==> src/rtl/tp_pkg.sv <==
// Shared definitions for the test-point conditioner and the downstream IOBUF stage.
//   TP_W            : test-point word width (also used by the IOBUF stage)
//   N_GRP           : number of selectable probe groups
//   *_DEF           : default timing parameters
//   tp_state_e      : conditioner FSM states
package tp_pkg;

    localparam int unsigned TP_W            = 16;
    localparam int unsigned N_GRP           = 4;
    localparam int unsigned GRP_W           = $clog2(N_GRP);
    localparam int unsigned STRETCH_LEN_DEF = 8;
    localparam int unsigned BLANK_CYC_DEF   = 4;
    localparam int unsigned HOLDOFF_DEF     = 16;

    typedef enum logic {
        ST_RUN   = 1'b0,
        ST_BLANK = 1'b1
    } tp_state_e;

endpackage

==> src/rtl/tp_pulse_stretch.sv <==
// Single-bit pulse stretcher: keeps q high for at least STRETCH_LEN cycles
// after d is seen high while enabled.
//   clk, rst_b : clock, asynchronous active-low reset
//   ena        : stretching enabled for this bit (q follows d when low)
//   clr        : synchronous clear of the stretch counter
//   d          : registered probe bit
//   q          : stretched bit (combinational from d and the counter)
module tp_pulse_stretch
    import tp_pkg::*;
#(
    parameter int unsigned STRETCH_LEN = STRETCH_LEN_DEF
) (
    input  logic clk,
    input  logic rst_b,
    input  logic ena,
    input  logic clr,
    input  logic d,
    output logic q
);

    localparam int unsigned     CNT_W = $clog2(STRETCH_LEN);
    localparam logic [CNT_W-1:0] LOAD = CNT_W'(STRETCH_LEN - 1);

    logic [CNT_W-1:0] cnt;

    // Reload while the bit is high so a long level gets a full tail after it
    // falls; a fresh strobe during the tail therefore retriggers.
    always_ff @(posedge clk or negedge rst_b) begin
        if (!rst_b) begin
            cnt <= '0;
        end else if (clr) begin
            cnt <= '0;
        end else if (ena && d) begin
            cnt <= LOAD;
        end else if (cnt != '0) begin
            cnt <= cnt - CNT_W'(1);
        end
    end

    assign q = d | (ena && (cnt != '0));

endmodule

==> src/rtl/tp_probe_conditioner.sv <==
// Test-point conditioner: group select, per-bit pulse stretch, blanking across
// group switches, holdoff-qualified scope sync and a saturating event counter.
//   clk, rst_b        : clock, asynchronous active-low reset
//   probe0..probe3    : probe groups (synchronous to clk)
//   sel               : requested group
//   stretch_mask      : per-bit stretch enable
//   trig_bit          : bit of the selected group used as scope trigger
//   cnt_clr           : synchronous clear of evt_cnt
//   tp_out            : conditioned word to the test-point header
//   scope_sync        : one-cycle trigger pulse
//   grp_active        : group currently driving tp_out
//   blanking          : high while the header is blanked
//   evt_cnt           : saturating count of scope_sync pulses
module tp_probe_conditioner
    import tp_pkg::*;
#(
    parameter int unsigned STRETCH_LEN = STRETCH_LEN_DEF,
    parameter int unsigned BLANK_CYC   = BLANK_CYC_DEF,
    parameter int unsigned HOLDOFF     = HOLDOFF_DEF
) (
    input  logic            clk,
    input  logic            rst_b,
    input  logic [15:0]     probe0,
    input  logic [15:0]     probe1,
    input  logic [15:0]     probe2,
    input  logic [15:0]     probe3,
    input  logic [1:0]      sel,
    input  logic [15:0]     stretch_mask,
    input  logic [3:0]      trig_bit,
    input  logic            cnt_clr,
    output logic [15:0]     tp_out,
    output logic            scope_sync,
    output logic [1:0]      grp_active,
    output logic            blanking,
    output logic [15:0]     evt_cnt
);

    localparam int unsigned BLK_W = $clog2(BLANK_CYC + 1);
    localparam int unsigned HO_W  = $clog2(HOLDOFF + 1);

    tp_state_e        state, state_nxt;
    logic [TP_W-1:0]  probe_sel, s1, prev, rise, stretched;
    logic [BLK_W-1:0] blank_cnt, blank_nxt;
    logic [HO_W-1:0]  holdoff, holdoff_nxt;
    logic [1:0]       grp_nxt;
    logic [15:0]      tp_nxt, evt_nxt;
    logic             sync_nxt, blanking_nxt, fire;

    // Probe group mux driven by the committed group, not the raw request
    always_comb begin
        probe_sel = probe0;
        case (grp_active)
            2'd1:    probe_sel = probe1;
            2'd2:    probe_sel = probe2;
            2'd3:    probe_sel = probe3;
            default: probe_sel = probe0;
        endcase
    end

    // Stage-1 capture and edge history; prev tracks s1 in every state so
    // leaving BLANK never shows a stale edge.
    always_ff @(posedge clk or negedge rst_b) begin
        if (!rst_b) begin
            s1   <= '0;
            prev <= '0;
        end else begin
            s1   <= probe_sel;
            prev <= s1;
        end
    end

    assign rise = s1 & ~prev;

    for (genvar i = 0; i < int'(TP_W); i++) begin : g_stretch
        tp_pulse_stretch #(
            .STRETCH_LEN (STRETCH_LEN)
        ) u_stretch (
            .clk   (clk),
            .rst_b (rst_b),
            .ena   (stretch_mask[i]),
            .clr   (state == ST_BLANK),
            .d     (s1[i]),
            .q     (stretched[i])
        );
    end

    // Raw edge qualifies the trigger; stretching never retriggers the scope
    assign fire = rise[trig_bit] && (holdoff == '0);

    // Next-state and registered-output logic
    always_comb begin
        state_nxt    = state;
        grp_nxt      = grp_active;
        blank_nxt    = blank_cnt;
        holdoff_nxt  = (holdoff != '0) ? holdoff - HO_W'(1) : '0;
        tp_nxt       = '0;
        sync_nxt     = 1'b0;
        blanking_nxt = 1'b0;
        evt_nxt      = evt_cnt;

        case (state)
            ST_RUN: begin
                if (sel != grp_active) begin
                    state_nxt    = ST_BLANK;
                    grp_nxt      = sel;
                    blank_nxt    = BLK_W'(BLANK_CYC - 1);
                    blanking_nxt = 1'b1;
                end else begin
                    tp_nxt = stretched;
                    if (fire) begin
                        sync_nxt    = 1'b1;
                        holdoff_nxt = HO_W'(HOLDOFF);
                    end
                end
            end
            ST_BLANK: begin
                holdoff_nxt  = '0;
                blanking_nxt = 1'b1;
                if (sel != grp_active) begin
                    grp_nxt   = sel;
                    blank_nxt = BLK_W'(BLANK_CYC - 1);
                end else if (blank_cnt == '0) begin
                    state_nxt    = ST_RUN;
                    blanking_nxt = 1'b0;
                    tp_nxt       = stretched;
                end else begin
                    blank_nxt = blank_cnt - BLK_W'(1);
                end
            end
            default: begin
                state_nxt = ST_RUN;
            end
        endcase

        // Clear beats a coincident increment
        if (cnt_clr) begin
            evt_nxt = '0;
        end else if (sync_nxt && (evt_cnt != 16'hFFFF)) begin
            evt_nxt = evt_cnt + 16'd1;
        end
    end

    // State and output registers
    always_ff @(posedge clk or negedge rst_b) begin
        if (!rst_b) begin
            state      <= ST_RUN;
            grp_active <= '0;
            blank_cnt  <= '0;
            holdoff    <= '0;
            tp_out     <= '0;
            scope_sync <= 1'b0;
            blanking   <= 1'b0;
            evt_cnt    <= '0;
        end else begin
            state      <= state_nxt;
            grp_active <= grp_nxt;
            blank_cnt  <= blank_nxt;
            holdoff    <= holdoff_nxt;
            tp_out     <= tp_nxt;
            scope_sync <= sync_nxt;
            blanking   <= blanking_nxt;
            evt_cnt    <= evt_nxt;
        end
    end

endmodule
==> config.mk <==
export PLATFORM = sky130hd
export DESIGN_NAME = tp_probe_conditioner
export DESIGN_NICKNAME = d
export VERILOG_FILES = /design/src/rtl/tp_pkg.sv /design/src/rtl/tp_pulse_stretch.sv /design/src/rtl/tp_probe_conditioner.sv
export SDC_FILE = /design/constraint.sdc
export NUM_CORES = 1
export LEC_CHECK = 0
export ABC_AREA = 1
export CAP_MARGIN = 20
export CORE_MARGIN = 5
export CORE_UTILIZATION = 56
export CTS_CLUSTER_DIAMETER = 60
export DETAILED_ROUTE_END_ITERATION = 16
export GPL_TIMING_DRIVEN = 0
export HOLD_SLACK_MARGIN = 0.06
export PLACE_DENSITY = 0.85
export SYNTH_ARGS = -nofsm -noshare
export SYNTH_HDL_FRONTEND = slang
export SYNTH_SLANG_ARGS = --single-unit
==> constraint.sdc <==
create_clock -name clk -period 3.4 [get_ports clk]
set_input_delay 0.34 -clock clk [delete_from_list [all_inputs] [get_ports clk]]
set_output_delay 0.34 -clock clk [all_outputs]
set_load 0.005 [all_outputs]
==> run_results.csv <==
group,metric,value,unit
run_status,status,"finished, final reports clean",
drt,dr.first_iter.drc_count,408,
global_route,grt_overflow,0,
synth,postSynth.asyncResetShare,1.00,
setup_path,worstPathMaxFanout,10,
global_route,grt_pass1_vias,6029,
synth,avgSynthCellArea,8.41,sq um
final_layout,instances_no_fill,1050,
die,core,11000,sq um
drt,wl_per_cell,16.1,um
worst_hold_path,hold_depth,0,
cts,cts.clk_slew.worst_paths,50,ps
synth,synth_edf_count,0,
synth,yosysTopAreaCell,"dfrtp_1",
synth,synthesis.area,6350,sq um
cts,ctsRootBufferMaster,"clkbuf_16",
power_and_ir_drop,combPwrFrac,0.081,
placed_design,routabilityCongestion,0.903,
synth,synth.most_common_cell,"nand2_1",
cts,postCtsSetupBuffers,0,
setup_path,cp-end-kind,"register",
final_layout,multi_input_area,2720,sq um
synth,synth.top_cell.area_share,0.489,
sta,setup_viol,0,
final_layout,fin_nets,1024,
drt,first_pass_iters,6,
sta,fin_crit_sh,0.579,
die,die_h,116,um
global_route,grt_max_degree,65,
power_and_ir_drop,ir_drop,302,uV
job,drv_cap,0,
die,start_util,0.578,
cts,htreeDepth,4,
cts,cts_tree,"built",
global_route,grt_pass1_wl,27.9,mm
final_layout,area_growth,31.9,%
sta,fin_setup_tns,0,ps
global_route,grt_usage,0.263,
power_and_ir_drop,p_int,2.84,mW
placed_design,numPortBuffers,123,
sta,max_freq,508,MHz
cts,post_cts_resized,0,
final_layout,diodes,0,
placed_design,numPlacedInstances,1019,
cts,cts.hold.buffers_added,1,
die,num_rows,38,
sta,max_slew.worst_pin.slew,635,ps
setup_path,r2r_cells,6,
final_layout,fillers,718,
die,ios,125,
setup_path,crit_arrival,2250,ps
setup_path,cp-start-kind,"register",
final_layout,drive_gt1_frac,0.0626,
sta,rsz0062_at_grt,"false",
setup_path,cp_slowest_cell,"dfrtp_1",
cts,tritoncts.num_buffers,17,
synth,synth_warnings,0,
synth,ys_ff_latch,124,
setup_path,path_cells,"xor2_1 -> nand2b_2 -> inv_1 -> nand2_1 -> buf_2 -> nor2_1",
drt,drtAntennaViolNets,0,
power_and_ir_drop,clkPwrFrac,0.494,
synth,synth.distinct_cells,37,
synth,seq_area_frac_synth,0.489,
power_and_ir_drop,swShare,0.224,
cts,ctsLongestPathBuffers,2,
sta,finClkSkew,7.49,ps
sta,finalCriticalPeriod,1970,ps
drt,drt-vias-per-instance,5.60,
power_and_ir_drop,seq_power_share,0.425,
power_and_ir_drop,powerDensity,437,nW/um^2
sta,relSlewSlack,0.576,
setup_path,cp_slowest_stage_delay,450,ps
worst_hold_path,hp-class,"reg2reg",
synth,synth_area_leaders,"dfrtp_1, nand2_1, ha_1",
synth,synth_cells,755,
placed_design,dp_hpwl,12.0,mm
setup_path,cp.required,3680,ps
setup_path,path_class,"reg2reg",
drt,via_count,5878,
power_and_ir_drop,power.switching,0.818,mW
drt,drc,0,
cts,cts.sinks,124,
sta,hold_violations,0,
power_and_ir_drop,p_leak,3.99,nW
die,die_x,116,um
synth,synth_nets,880,
cts,worstSkewPairLatency,420,ps
drt,wirelength,16.9,mm
die,dieArea,13600,sq um
global_route,antenna_found_initial,0,
synth,synth_commonest_cells,"nand2_1, dfrtp_1, inv_1, nor2_1, nand4_1",
sta,slew_viol_final,0,
final_layout,seq_area,3100,sq um
synth,synth_ff_type,"dfrtp_1",
through the flow:
| stage | power, mW | setup WS [ps] | hold slack [ps] | cell area (sq um) | utilization |
|---|---|---|---|---|---|
| 5_1_grt | 3.77 | 1370 | 457 | 8380 | 0.763 |
| 6_report | 3.66 | 1430 | 447 | 8380 | 0.763 |
| 3_3_place_gp | 1.86 | -2560 | 422 | 7760 | 0.706 |
| 2_1_floorplan | 1.68 | 1780 | 44.4 | 6350 | - |
| 4_1_cts | 3.66 | 1430 | 442 | 8380 | 0.763 |
| 3_5_place_dp | 1.87 | 1090 | 355 | 7780 | 0.709 |
per-layer routing:
metal	GRT usage	up-vias	wire length, um
met5	0	-	0
met4	0.106	0	447
met3	0.0725	50	1210
met2	0.457	235	8650
met1	0.309	2823	6600
li1	-	2770	-
path summary, 6_finish.rpt:
path / from / to / slack (ps)
max in group asynchronous: rst_b / g_stretch[5].u_stretch.cnt[2] / 2240
hold / removal: s1[15] / prev[15] / 450
min in group asynchronous: rst_b / s1[3] / 460
setup reg to reg: grp_active[0] / tp_out[13] / 1430
hold reg to reg: s1[15] / prev[15] / 450
setup / recovery: grp_active[0] / tp_out[13] / 1430
layout make-up:
class / instances / area share
Buffer: 13 / 0.00807
Tap cell: 140 / 0.0209
Inverter: 122 / 0.0550
Clock buffer: 22 / 0.0554
Sequential cell: 124 / 0.370
Multi-Input combinational cell: 496 / 0.325
Clock inverter: 8 / 0.0140
Timing Repair Buffer: 125 / 0.152
power by group through the flow:
stage / Clock, mW / Sequential (mW) / Combinational, mW
after floorplan: 0 / 1.57 / 0.116
after global placement: 0 / 1.58 / 0.275
after detailed placement: 0 / 1.58 / 0.290
after CTS: 1.81 / 1.56 / 0.297
after global routing: 1.88 / 1.56 / 0.330
final: 1.81 / 1.56 / 0.297
cell usage in the layout (no fill, tap or decap), drive strengths merged, types with 2 or more instances in the layout:
master,netlist,routed
dfrtp,124,124
nand2,142,142
nor2,98,98
nor3,6,6
nand4,46,46
clkinv,1,5
bufinv,0,3
nand3,36,36
buf,3,5
o21ai,36,36
a21oi,36,36
a31oi,7,7
xor2,6,6
inv,121,121
clkdlybuf4s50,0,122
o22ai,32,32
xnor2,2,2
ha,36,36
clkbuf,10,32
nand3b,8,8
state kept, by name (all words and copies together), names as in the netlist:
signal	count
holdoff	5
blank_cnt	3
grp_active	2
state	1
s1	16
prev	16
scope_sync	1
evt_cnt	16
tp_out	16
g_stretch.u_stretch.cnt	48
critical path: cells and delay by family, from the launching register on:
kind          cells  cell delay [ps]
xor+xnor          1              200
flops             1              450
buf+inv           2              480
simple gates      3              700
logic make-up (layout without fill, tap and decap cells):
| kind of cell | after synthesis | in the layout | synth area share |
|---|---|---|---|
| xor+xnor | 8 | 8 | 0.0110 |
| fa+ha+maj | 36 | 36 | 0.0709 |
| simple gates | 340 | 340 | 0.249 |
| compound gates | 112 | 112 | 0.0971 |
| buf+inv | 135 | 290 | 0.0832 |
| flops | 124 | 124 | 0.489 |
(Power assumes the default switching activity.)
==> edit, RTL diff (same flow settings) <==
Set the package constant `BLANK_CYC_DEF` to 2 (it was 4).
--- a/src/rtl/tp_pkg.sv
+++ b/src/rtl/tp_pkg.sv
@@ -9,7 +9,7 @@
     localparam int unsigned N_GRP           = 4;
     localparam int unsigned GRP_W           = $clog2(N_GRP);
     localparam int unsigned STRETCH_LEN_DEF = 8;
-    localparam int unsigned BLANK_CYC_DEF   = 4;
+    localparam int unsigned BLANK_CYC_DEF   = 2;
     localparam int unsigned HOLDOFF_DEF     = 16;
 
     typedef enum logic {
Formal check against the unedited RTL: not equivalent (Yosys sat finds a counterexample within 4 cycles, from zero or initial values and one cycle with rst_b low).
==> edit against the unedited design <==
- cell count hardly changed
- total power is 6.5% higher
- setup slack better by 0.017 ns
- design area is 0.82% higher
- fmax is 0.86% higher
- sequential share of layout area is 0.60 points lower
- synthesized area is 0.81% higher
- routed wire length is 2.2% lower
- non-clock buffer count is 5 higher
- sequential cell count is 1 lower
- critical path type unchanged
- largest power group unchanged
==> edit: results (changes against the unedited design) <==
Post-Syn Instances 752 (was 755); Setup Buffers After CTS 0 (unchanged); count of buffers from port buffering 123 (unchanged); fillers 798 (was 718); Worst Tran Pin Value 0.7189 ns (was 0.6353 ns); initial antenna violation count 0 (unchanged); Crit. Startpoint grp_active[0] (unchanged); clk_skew 0.01101 ns (was 0.007492 ns); dpl hpwl 11640 µm (was 11980 µm); Iter 0 DRT Violations 446 (was 408); vias per cell 5.441 (was 5.598); max FFs per register 48 (unchanged); GRT Resource Usage Total 25.60% (was 26.31%); Max stage delay cell, worst path nor2_1 (was dfrtp_1); top cells by count, synth nand2_1 (133), dfrtp_1 (123), inv_1 (116) (was nand2_1 (140), dfrtp_1 (124), inv_1 (116)); dpl ws 1.258 ns (was 1.090 ns); leak pwr 4.040 nW (was 3.989 nW); Antenna diodes 0 (unchanged); largest net degree at the start of global routing 94 (was 65); min-delay worst type in -> async (was reg -> reg); fraction of layout cells with a size suffix above 1 6.938% (was 6.264%); Synth Net Count 876 (was 880); DR pass1 iterations 5 (was 6); Max rail drop VDD 0.0003141 V (was 0.0003025 V); clk buf depth 2 (unchanged); top area cells in the synthesized netlist dfrtp_1 (48%), nand2_1 (7.8%), ha_1 (6.8%) (was dfrtp_1 (49%), nand2_1 (8.3%), ha_1 (7.1%)); Post-DP Area 7840 µm² (was 7785 µm²); Biggest register g_stretch.u_stretch.cnt (unchanged); Final Wtd Congestion 0.9036 (was 0.9025); run status finished clean (unchanged); Reg clk slew, reported paths 0.06 ns; vias in the first global route 5802 (was 6029); CTS H-tree lvls 4 (unchanged); clk_lat worst skew 0.42 ns (about the same); drt wl/cell 15.73 µm (was 16.11 µm); Cell variety after synth 35 (was 37); Synth warnings 0 (unchanged); Seq/Total Area, Yosys 48.08% (was 48.87%); TritonCTS buffer count 17 (unchanged); non-filler cells, final 1051 (was 1050); Worst path max stage delay 0.55 ns (was 0.45 ns); first-pass GRT wire length 27090 µm (was 27920 µm); ys async rst share 100.0% (unchanged); CP top delay family simple AND/OR/NAND/NOR gates (unchanged)
[edit: cell types whose count changed after synthesis, moves of 3 or more]
cell	before	now
a31oi_1	7	0
nand2_1	140	133
nand3_2	4	10
nand4_1	46	51
xor2_1	6	11
nor2_2	5	1
a21oi_1	35	32
buf_6	1	4
inv_2	4	1
nand2_2	0	3
xnor2_1	2	5
[edit: cell type report]
cell class | count | area share, %
sequential | 123 | 36.44
multi-input combinational | 493 | 32.71
timing repair buffer | 125 | 15.04
clock buffer | 21 | 5.689
inverter | 118 | 5.274
tap | 143 | 2.119
clock inverter | 10 | 1.363
buffer | 18 | 1.363
[edit: where the power goes]
part | internal, mW | switching (mW)
clock network | 1.15 | 0.647
registers | 1.54 | 0.0494
logic | 0.227 | 0.283
[edit: routing by layer]
| metal | vias up | routed length (µm) | GRT usage [%] | part of all wire [%] |
|---|---|---|---|---|
| met1 | 2699 | 6692 | 31.54 | 40 |
| li1 | 2767 | - | - | - |
| met4 | 0 | 397 | 10.70 | 2.4 |
| met3 | 34 | 1089 | 7.095 | 6.6 |
| met2 | 218 | 8356 | 42.59 | 51 |
| met5 | - | 0 | 0 | 0 |
[edit: final timing paths]
path	end	slack (ns)	depth (start not counted)
max in group asynchronous	tp_out[0]	2.29	3
hold / removal	g_stretch[6].u_stretch.cnt[2]	0.37	2
hold reg to reg	prev[2]	0.43	0
min in group clk	prev[2]	0.43	0
setup / recovery	s1[15]	1.45	5
setup reg to reg	s1[15]	1.45	5
[edit: cell families after synthesis]
| group | after synthesis | synth area share, % |
|---|---|---|
| and+or+nand+nor | 341 | 25.47 |
| adders and majority gates | 35 | 6.841 |
| AOI/OAI and AO/OA | 101 | 8.659 |
| xor gates and xnor gates | 16 | 2.189 |
| buffers and inverters | 136 | 8.757 |
| DFF | 123 | 48.08 |
[edit: timing repair]
action	4_1_cts	5_1_grt
hold buffers	1	0
endpoints found under the hold margin	30	0
endpoints found under the setup margin	0	0
resized for setup	0	0
[edit: per-stage QoR]
step           hold WS (ns)  utilization, %  power (mW)  setup TNS [ns]
2_1_floorplan       0.04441               -       1.855               0
3_3_place_gp         0.4238           69.00       2.091         -335.46
3_5_place_dp         0.2437           69.25       2.114               0
4_1_cts              0.3721           74.60       3.908               0
5_1_grt              0.3919           74.60       4.053               0
6_report             0.3705           74.60       3.900               0
